===== config.mk =====
export PLATFORM = sky130hd
export DESIGN_NAME = store_trace_monitor
export DESIGN_NICKNAME = d
export VERILOG_FILES = /design/src/rtl/trace_pkg.sv /design/src/rtl/trace_fifo.sv /design/src/rtl/store_trace_monitor.sv
export SDC_FILE = /design/constraint.sdc
export NUM_CORES = 2
export LEC_CHECK = 0
export CORE_UTILIZATION = 50
export CTS_BUF_LIST = sky130_fd_sc_hd__clkbuf_8
export DETAILED_ROUTE_END_ITERATION = 12
export GPL_TIMING_DRIVEN = 0
export MAX_ROUTING_LAYER = met4
export PLACE_DENSITY_LB_ADDON = 0.12
export SETUP_SLACK_MARGIN = 0.2
export SKIP_CTS_REPAIR_TIMING = 1
export SYNTH_ARGS = -nofsm -noshare
export SYNTH_HDL_FRONTEND = slang
export SYNTH_SLANG_ARGS = --single-unit

===== constraint.sdc =====
create_clock -name clk -period 11.9 [get_ports clk]
set_clock_uncertainty 0.1 [all_clocks]
set_input_delay 2.38 -clock clk [delete_from_list [all_inputs] [get_ports clk]]
set_output_delay 2.38 -clock clk [all_outputs]
set_load 0.01 [all_outputs]

===== src/rtl/trace_pkg.sv =====
// Shared types for the store trace monitor: trace record layout, FSM states
// and the "never finishes" program-counter value.
package trace_pkg;

    localparam int          STAMP_W   = 32;
    localparam logic [31:0] NO_FINISH = 32'hffff_ffff;

    typedef struct packed {
        logic [STAMP_W-1:0] cycle;
        logic [31:0]        addr;
        logic [31:0]        data;
    } trace_entry_t;

    typedef enum logic [1:0] {
        RUN   = 2'd0,
        DRAIN = 2'd1,
        DONE  = 2'd2
    } mon_state_t;

endpackage


===== src/rtl/trace_fifo.sv =====
// Synchronous FIFO of trace records; pointers carry an extra wrap bit so
// full and empty can be told apart when the indices coincide.
module trace_fifo
    import trace_pkg::*;
#(
    parameter int DEPTH = 16
) (
    input  logic         clk,
    input  logic         reset,
    input  logic         push,
    input  logic         pop,
    input  trace_entry_t push_entry,
    output logic         full,
    output logic         empty,
    output logic         last,
    output trace_entry_t head
);

    localparam int AW = $clog2(DEPTH);

    trace_entry_t  r_mem [DEPTH];
    logic [AW:0]   r_wptr;
    logic [AW:0]   r_rptr;
    logic          w_pop_ok;

    assign empty    = (r_wptr == r_rptr);
    assign full     = (r_wptr[AW] != r_rptr[AW]) && (r_wptr[AW-1:0] == r_rptr[AW-1:0]);
    assign last     = ((r_wptr - r_rptr) == (AW+1)'(1));
    assign w_pop_ok = pop & ~empty;
    assign head     = r_mem[r_rptr[AW-1:0]];

    always_ff @(posedge clk or negedge reset) begin
        if (!reset) begin
            r_wptr <= '0;
            r_rptr <= '0;
        end else begin
            if (push)     r_wptr <= r_wptr + (AW+1)'(1);
            if (w_pop_ok) r_rptr <= r_rptr + (AW+1)'(1);
        end
    end

    // Storage is not reset: a record is only visible once the pointers say so.
    always_ff @(posedge clk) begin
        if (push) r_mem[r_wptr[AW-1:0]] <= push_entry;
    end

endmodule


===== src/rtl/store_trace_monitor.sv =====
// Watches the CPU data-memory write bus, time-stamps each store into a FIFO,
// streams records out over valid/ready and halts the CPU at the finish address.
module store_trace_monitor
    import trace_pkg::*;
#(
    parameter int DEPTH   = 16,
    parameter int CYCLE_W = 32,
    parameter int CNT_W   = 16
) (
    input  logic               clk,
    input  logic               reset,
    input  logic [31:0]        pc,
    input  logic [31:0]        pc_finished,
    input  logic               memwrite,
    input  logic [31:0]        aluout,
    input  logic [31:0]        writedata,
    output logic               halt,
    output logic               trace_valid,
    input  logic               trace_ready,
    output logic [CYCLE_W-1:0] trace_cycle,
    output logic [31:0]        trace_addr,
    output logic [31:0]        trace_data,
    output logic               done,
    output logic               overflow,
    output logic [CNT_W-1:0]   store_count,
    output logic [CNT_W-1:0]   drop_count
);

    mon_state_t         r_state;
    mon_state_t         w_state_nxt;
    logic [CYCLE_W-1:0] r_cycle;
    logic [CNT_W-1:0]   r_store_cnt;
    logic [CNT_W-1:0]   r_drop_cnt;
    logic               r_ovf;
    logic               w_hit, w_capture, w_pop, w_push, w_drop;
    logic               w_full, w_empty, w_last;
    trace_entry_t       w_entry, w_head;

    assign w_hit     = (pc == pc_finished);
    assign halt      = w_hit | (r_state != RUN);
    assign w_capture = memwrite & ~halt;
    assign w_pop     = trace_valid & trace_ready;
    // A full FIFO still takes the store when the head leaves in the same cycle.
    assign w_push    = w_capture & (~w_full | w_pop);
    assign w_drop    = w_capture & w_full & ~w_pop;

    assign w_entry.cycle = STAMP_W'(r_cycle + CYCLE_W'(1));
    assign w_entry.addr  = aluout;
    assign w_entry.data  = writedata;

    trace_fifo #(.DEPTH(DEPTH)) u_fifo (
        .clk        (clk),
        .reset      (reset),
        .push       (w_push),
        .pop        (w_pop),
        .push_entry (w_entry),
        .full       (w_full),
        .empty      (w_empty),
        .last       (w_last),
        .head       (w_head)
    );

    always_comb begin
        w_state_nxt = r_state;
        case (r_state)
            RUN:     if (w_hit) w_state_nxt = DRAIN;
            DRAIN:   if (w_empty || (w_pop && w_last)) w_state_nxt = DONE;
            DONE:    w_state_nxt = DONE;
            default: w_state_nxt = RUN;
        endcase
    end

    always_ff @(posedge clk or negedge reset) begin
        if (!reset) begin
            r_state     <= RUN;
            r_cycle     <= '0;
            r_store_cnt <= '0;
            r_drop_cnt  <= '0;
            r_ovf       <= 1'b0;
        end else begin
            r_state <= w_state_nxt;
            if (r_state == RUN) r_cycle <= r_cycle + CYCLE_W'(1);
            if (w_push && (r_store_cnt != '1)) r_store_cnt <= r_store_cnt + CNT_W'(1);
            if (w_drop) begin
                r_ovf <= 1'b1;
                if (r_drop_cnt != '1) r_drop_cnt <= r_drop_cnt + CNT_W'(1);
            end
        end
    end

    // Record fields read as zero whenever nothing is buffered.
    assign trace_valid = ~w_empty;
    assign trace_cycle = trace_valid ? CYCLE_W'(w_head.cycle) : '0;
    assign trace_addr  = trace_valid ? w_head.addr : '0;
    assign trace_data  = trace_valid ? w_head.data : '0;
    assign done        = (r_state == DONE);
    assign overflow    = r_ovf;
    assign store_count = r_store_cnt;
    assign drop_count  = r_drop_cnt;

endmodule


**Word level (Yosys, flattened, before mapping)**

Memories as Yosys holds them, arrays and structs flattened.
Cells that the tools add are included.

- Memory bits (writable): 1,536
- Input bits: 132
- Memories kept: 1
- Flip-flop bits (word level): 77

- Muxes and demuxes: 8
- Eq/ne operators: 11
- Add/sub/neg operators: 6
- Bitwise logic cells: 12
- Reductions and logical operators: 8

Memories:

| name | depth | width | rd ports | clocked after memory_dff | wr ports | RTL line | text |
|---|---|---|---|---|---|---|---|
| u_fifo.r_mem | 16 | 96 | 1 | 0 | 1 | trace_fifo.sv:21 | `trace_entry_t r_mem [DEPTH];` |

Operators by type and width:

| cell | count |
|---|---|
| $mux W32 | 3 |
| $add A16 B1 Y16 const B | 2 |
| $add A32 B1 Y32 const B | 1 |
| $eq A32 B32 Y1 | 1 |
| $ne A16 B16 Y1 const B | 2 |
| $add A5 B1 Y5 const B | 2 |
| $and A1 B1 Y1 | 6 |
| $pmux W2 S3 | 1 |
| $eq A5 B1 Y1 const B | 1 |
| $eq A5 B5 Y1 | 1 |
| $sub A5 B5 Y5 | 1 |
| $eq A4 B4 Y1 | 1 |
| $mux W2 | 2 |
| $ne A2 B2 Y1 const B | 2 |
| $not A1 Y1 | 4 |
| $reduce_and A2 Y1 | 2 |
| $logic_and A1 B1 Y1 | 3 |
| $eq A2 B1 Y1 const B | 1 |
| $eq A2 B2 Y1 const B | 1 |
| $logic_not A2 Y1 | 1 |
| $mux W1 | 2 |
| $or A1 B1 Y1 | 2 |
| $reduce_bool A2 Y1 | 1 |
| $logic_or A1 B1 Y1 | 1 |
| $ne A1 B1 Y1 | 1 |

**Logic depth before layout (Yosys ltp)**

- Depth in word-level cells: 7
- Mapped depth: 12
- Depth with buffers taken out: 10

**Hierarchy**

Synthesis repeated with hierarchy kept, for this count alone.

- Cell total of the unflattened synthesis: 3,155
- Area, all modules: 63,886.3 µm²

Modules (own cells, without submodules):

| module | instances | cells each | area each (µm²) | sequential area each (µm²) |
|---|---|---|---|---|
| trace_fifo | 1 | 2,640 | 59,079.2 | 46,374.5 |
| store_trace_monitor | 1 | 515 | 4,807.1 | 1,676.6 |

**Least setup slack after synthesis**

Ideal clock, no wire load.

- Path type: input to register
- Start point: input memwrite
- End point: memory u_fifo.r_mem[15][0] (netlist name) (enable)
- Stages: 5
- Slack: 1,442 ps
- Required time: 11,127 ps
- Data arrival time: 9,686 ps
- Path through: and2_1 clkbuf_1 clkbuf_1 nand3_1 nor3_1

- Cells in the longest elaborated chain, start to end: 4

RTL lines:

| element | RTL line | text |
|---|---|---|
| start, declared | store_trace_monitor.sv:14 | `input logic memwrite,` |
| $and A1 B1 Y1 | store_trace_monitor.sv:41 | `assign w_capture = memwrite & ~halt;` |
| $and A1 B1 Y1 | store_trace_monitor.sv:44 | `assign w_push = w_capture & (~w_full \| w_pop);` |
| $mux W1 | trace_fifo.sv:44 | `if (push) r_mem[r_wptr[AW-1:0]] <= push_entry;` |
| $mux W1 (implied by the code) | trace_fifo.sv:44 |  |
| end, declared | trace_fifo.sv:21 |  |

Every way passes these cells.

**Final worst setup path**

- Start point: register u_fifo.r_rptr[1]
- End point: output trace_addr[30]

- Cells in the longest elaborated chain, start to end: 2
- Elaborated cells on any way between the ends: 3

RTL lines:

| element | RTL line | text |
|---|---|---|
| start, declared | trace_fifo.sv:23 | `logic [AW:0] r_rptr;` |
| start signal, assigned | trace_fifo.sv:38 | `if (w_pop_ok) r_rptr <= r_rptr + (AW+1)'(1);` |
| $mem_v2 Z16 W96 or $eq A5 B5 Y1 (tied branches) | - |  |
| $mux W32 * | store_trace_monitor.sv:94 | `assign trace_addr = trace_valid ? w_head.addr : '0;` |
| end, declared | store_trace_monitor.sv:21 | `output logic [31:0] trace_addr,` |

Every way passes the cells marked *; elsewhere a longest branch is shown, timed or not.

==> flow_metrics.tcl <==
set metrics [dict create \
    firstDrtPassIters 8 \
    coreArea_um2 124000 \
    yosysSeqAreaShare 0.763 \
    cts_root_buf "clkbuf_8" \
    synth_area_um2 63000 \
    numCtsBuffers 280 \
    syn-num-nets 2883 \
    grt_pass1_wl_um 222000 \
    start_util 0.507 \
    hpwl_um 87900 \
    fp.dieW_um 357 \
    ys_seq_elements 1613 \
    finalSetupViolCount 0 \
    synthToLayoutAreaGrowth_pct 16.9 \
    drv_cap 0 \
    synth_top_area_share 0.733 \
    power_frac_comb 0.339 \
    worstMarginPinSlew_ps 1390 \
    internal_power_uw 12100 \
    critPathKind "flop to output pin" \
    place_congestion 0.789 \
    ys.flop_type "edfxtp_1" \
    dpl.cell_count 4679 \
    netlist_instances 2734 \
    hold_path_class "flop to flop" \
    place_ws_ps 2980 \
    track_usage 0.255 \
    dieArea_um2 127000 \
    period_share 0.820 \
    synthMuxAreaShare 0.174 \
    grt_max_degree 46 \
    ctsHtreeMaxLevel 5 \
    ctsLongestPathBuffers 4 \
    grt_setup_unrepaired "no" \
    synthMostInstantiatedCell "edfxtp_1" \
    setup_ws_ps 2150 \
    ant_nets 0 \
    synth_top_family_by_area "multiplexers" \
    drt-vias-per-instance 5.97 \
    synth-adder-area-share 0.00350 \
    status "finished, final reports clean" \
    max_freq_ghz 0.103 \
    synth_warnings 0 \
    finish.utilization 0.592 \
    clk-insertion-delay-late_ps 950 \
    pwr-share-seq 0.402 \
    crit_fanout 10 \
    relSlewSlack 0.0730 \
    cts_tree "built" \
    r2r-start "u_fifo.r_rptr[1]$_DFFE_PN0P_" \
    initialDrtViolationCount 3184 \
    clk_pin_slew_ps 60 \
    synth_commonest_cells "1,536 x edfxtp_1, 480 x mux4_2, 101 x and2_1" \
    port_buffers 263 \
    synth_compound_area_frac 0.000914 \
    hold_viol 0 \
    min-delay-start "store_count[9]$_DFFE_PN0P_" \
    synthArstFlopShare 0.0477 \
    p_switching_uw 5250 \
    rows 129 \
    final_nets 3473 \
    wl_um 154000 \
    fin_cells 5148 \
    synthTopCellsByArea "edfxtp_1 73%, mux4_2 17%, dfrtp_1 3.1%" \
    p_leak_uw 0.0237 \
    whs_ps 399 \
    finalMaxSlewViolations 0 \
    drive_gt1_frac 0.270 \
    drc 0 \
    avgSynthCellArea_um2 23.0 \
    grt_pass1_vias 33300 \
    overflow 0 \
    io_pins 264 \
    synth_edf_count 1536 \
    ys_types 49 \
    critPathLaunch "u_fifo.r_rptr[1]$_DFFE_PN0P_" \
    cp.required_ps 9420 \
    cp.arrival_ps 7270 \
    fin_crit_ps 9750 \
    p_total_uw 17300 \
    start_kind "flop" \
    synthXorXnorAreaFrac 0.0182 \
    wl_per_cell_um 29.8 \
    dieHeight_um 357 \
    antenna_found_initial 8 \
    crit_path_end_kind "output pin" \
    clkPwrFrac 0.259 \
    power.share.switching 0.303 \
    synth-simple-area-share 0.0298 \
    cts.sinks 1613 \
    power.ir.vdd_worst_mv 0.171 \
    pwr_density_cell_nw_per_um2 235 \
    yosysTopAreaCell "edfxtp_1" \
    vias 30700 \
]
-- flip-flops by register name, indices dropped and copies added (netlist names) --
register,count
u_fifo.r_mem,1536
r_cycle,32
drop_count,16
store_count,16
u_fifo.r_rptr,5
u_fifo.r_wptr,5
r_state,2
overflow,1
-- cells in the final DEF, fill, tap and decap left out, types with 30 or more instances in the layout --
cell type / count
dfrtp_1: 77
inv_1: 88
nand2_1: 34
nand3_1: 43
xor2_1: 75
edfxtp_1: 1536
clkbuf_1: 76
mux4_2: 480
buf_2: 33
clkdlybuf4s50_1: 262
clkinv_1: 53
clkbuf_8: 294
and2_1: 98
buf_16: 30
xnor2_1: 53
-- power groups by stage --
stage	Combinational, µW	Clock (µW)	Sequential [µW]
after global routing	6220	4830	7000
after detailed placement	5980	0	7080
after global placement	5800	0	7190
after CTS	6000	4580	6960
after floorplan	3400	0	7080
final	5880	4480	6960
-- through the flow --
stage,TNS [ps],area (µm²)
after floorplan,0,63000
after global placement,-886610,67600
after detailed placement,0,68700
after CTS,0,73600
after global routing,0,73600
final,0,73600
-- worst paths after layout --
path	end	slack (ps)	cells after the start
worst max register to register	u_fifo.r_mem[1][41]$_DFFE_PP_	5710	12
worst max-delay path	trace_addr[30]	2150	12
worst min-delay path	store_count[9]$_DFFE_PN0P_	400	1
max in group asynchronous	u_fifo.r_rptr[2]$_DFFE_PN0P_	9760	2
worst min register to register	store_count[9]$_DFFE_PN0P_	400	1
min in group asynchronous	r_cycle[17]$_DFFE_PN0N_	1330	1
-- worst max-delay path: stages, from the launching register on --
cell and delay [ps]:
dfrtp_1 350, clkbuf_1 640, clkbuf_1 780, buf_1 660
inv_1 210, ha_1 370, nand4_1 130, or2_2 120
clkbuf_1 930, clkbuf_1 680, clkbuf_1 530, and2_1 320
clkdlybuf4s50_1 580
-- final cells by class --
type                    count  area, µm²
diodes                      9       22.5
plain buffers             137        611
clock buffers             293       4030
clock inverters           167        836
fillers                  8873      50700
inverters                  15       56.3
multi-input cells         969      14300
flip-flops and latches   1613      48100
well taps                1637       2050
repair buffers            308       3630
-- routing by layer --
metal / up-vias / global-route usage / share of wire
met5: - / - / 0
met4: 0 / 0.0707 / 0.020
met3: 208 / 0.0508 / 0.073
met2: 1297 / 0.398 / 0.50
met1: 16500 / 0.344 / 0.41
li1: 12700 / - / -
-- cell families (layout without fill, tap and decap cells) --
kind of cell             count (synthesis)  count (layout)
AND/OR/NAND/NOR                        321             321
multiplexers                           491             491
AO/OA/AOI/OAI                            9               9
flip-flops                            1613            1613
buffers and inverters                  152             920
other                                    0               9
XOR/XNOR                               131             131
adder cells (fa/ha/maj)                 17              17
(Power assumes the default switching activity.)
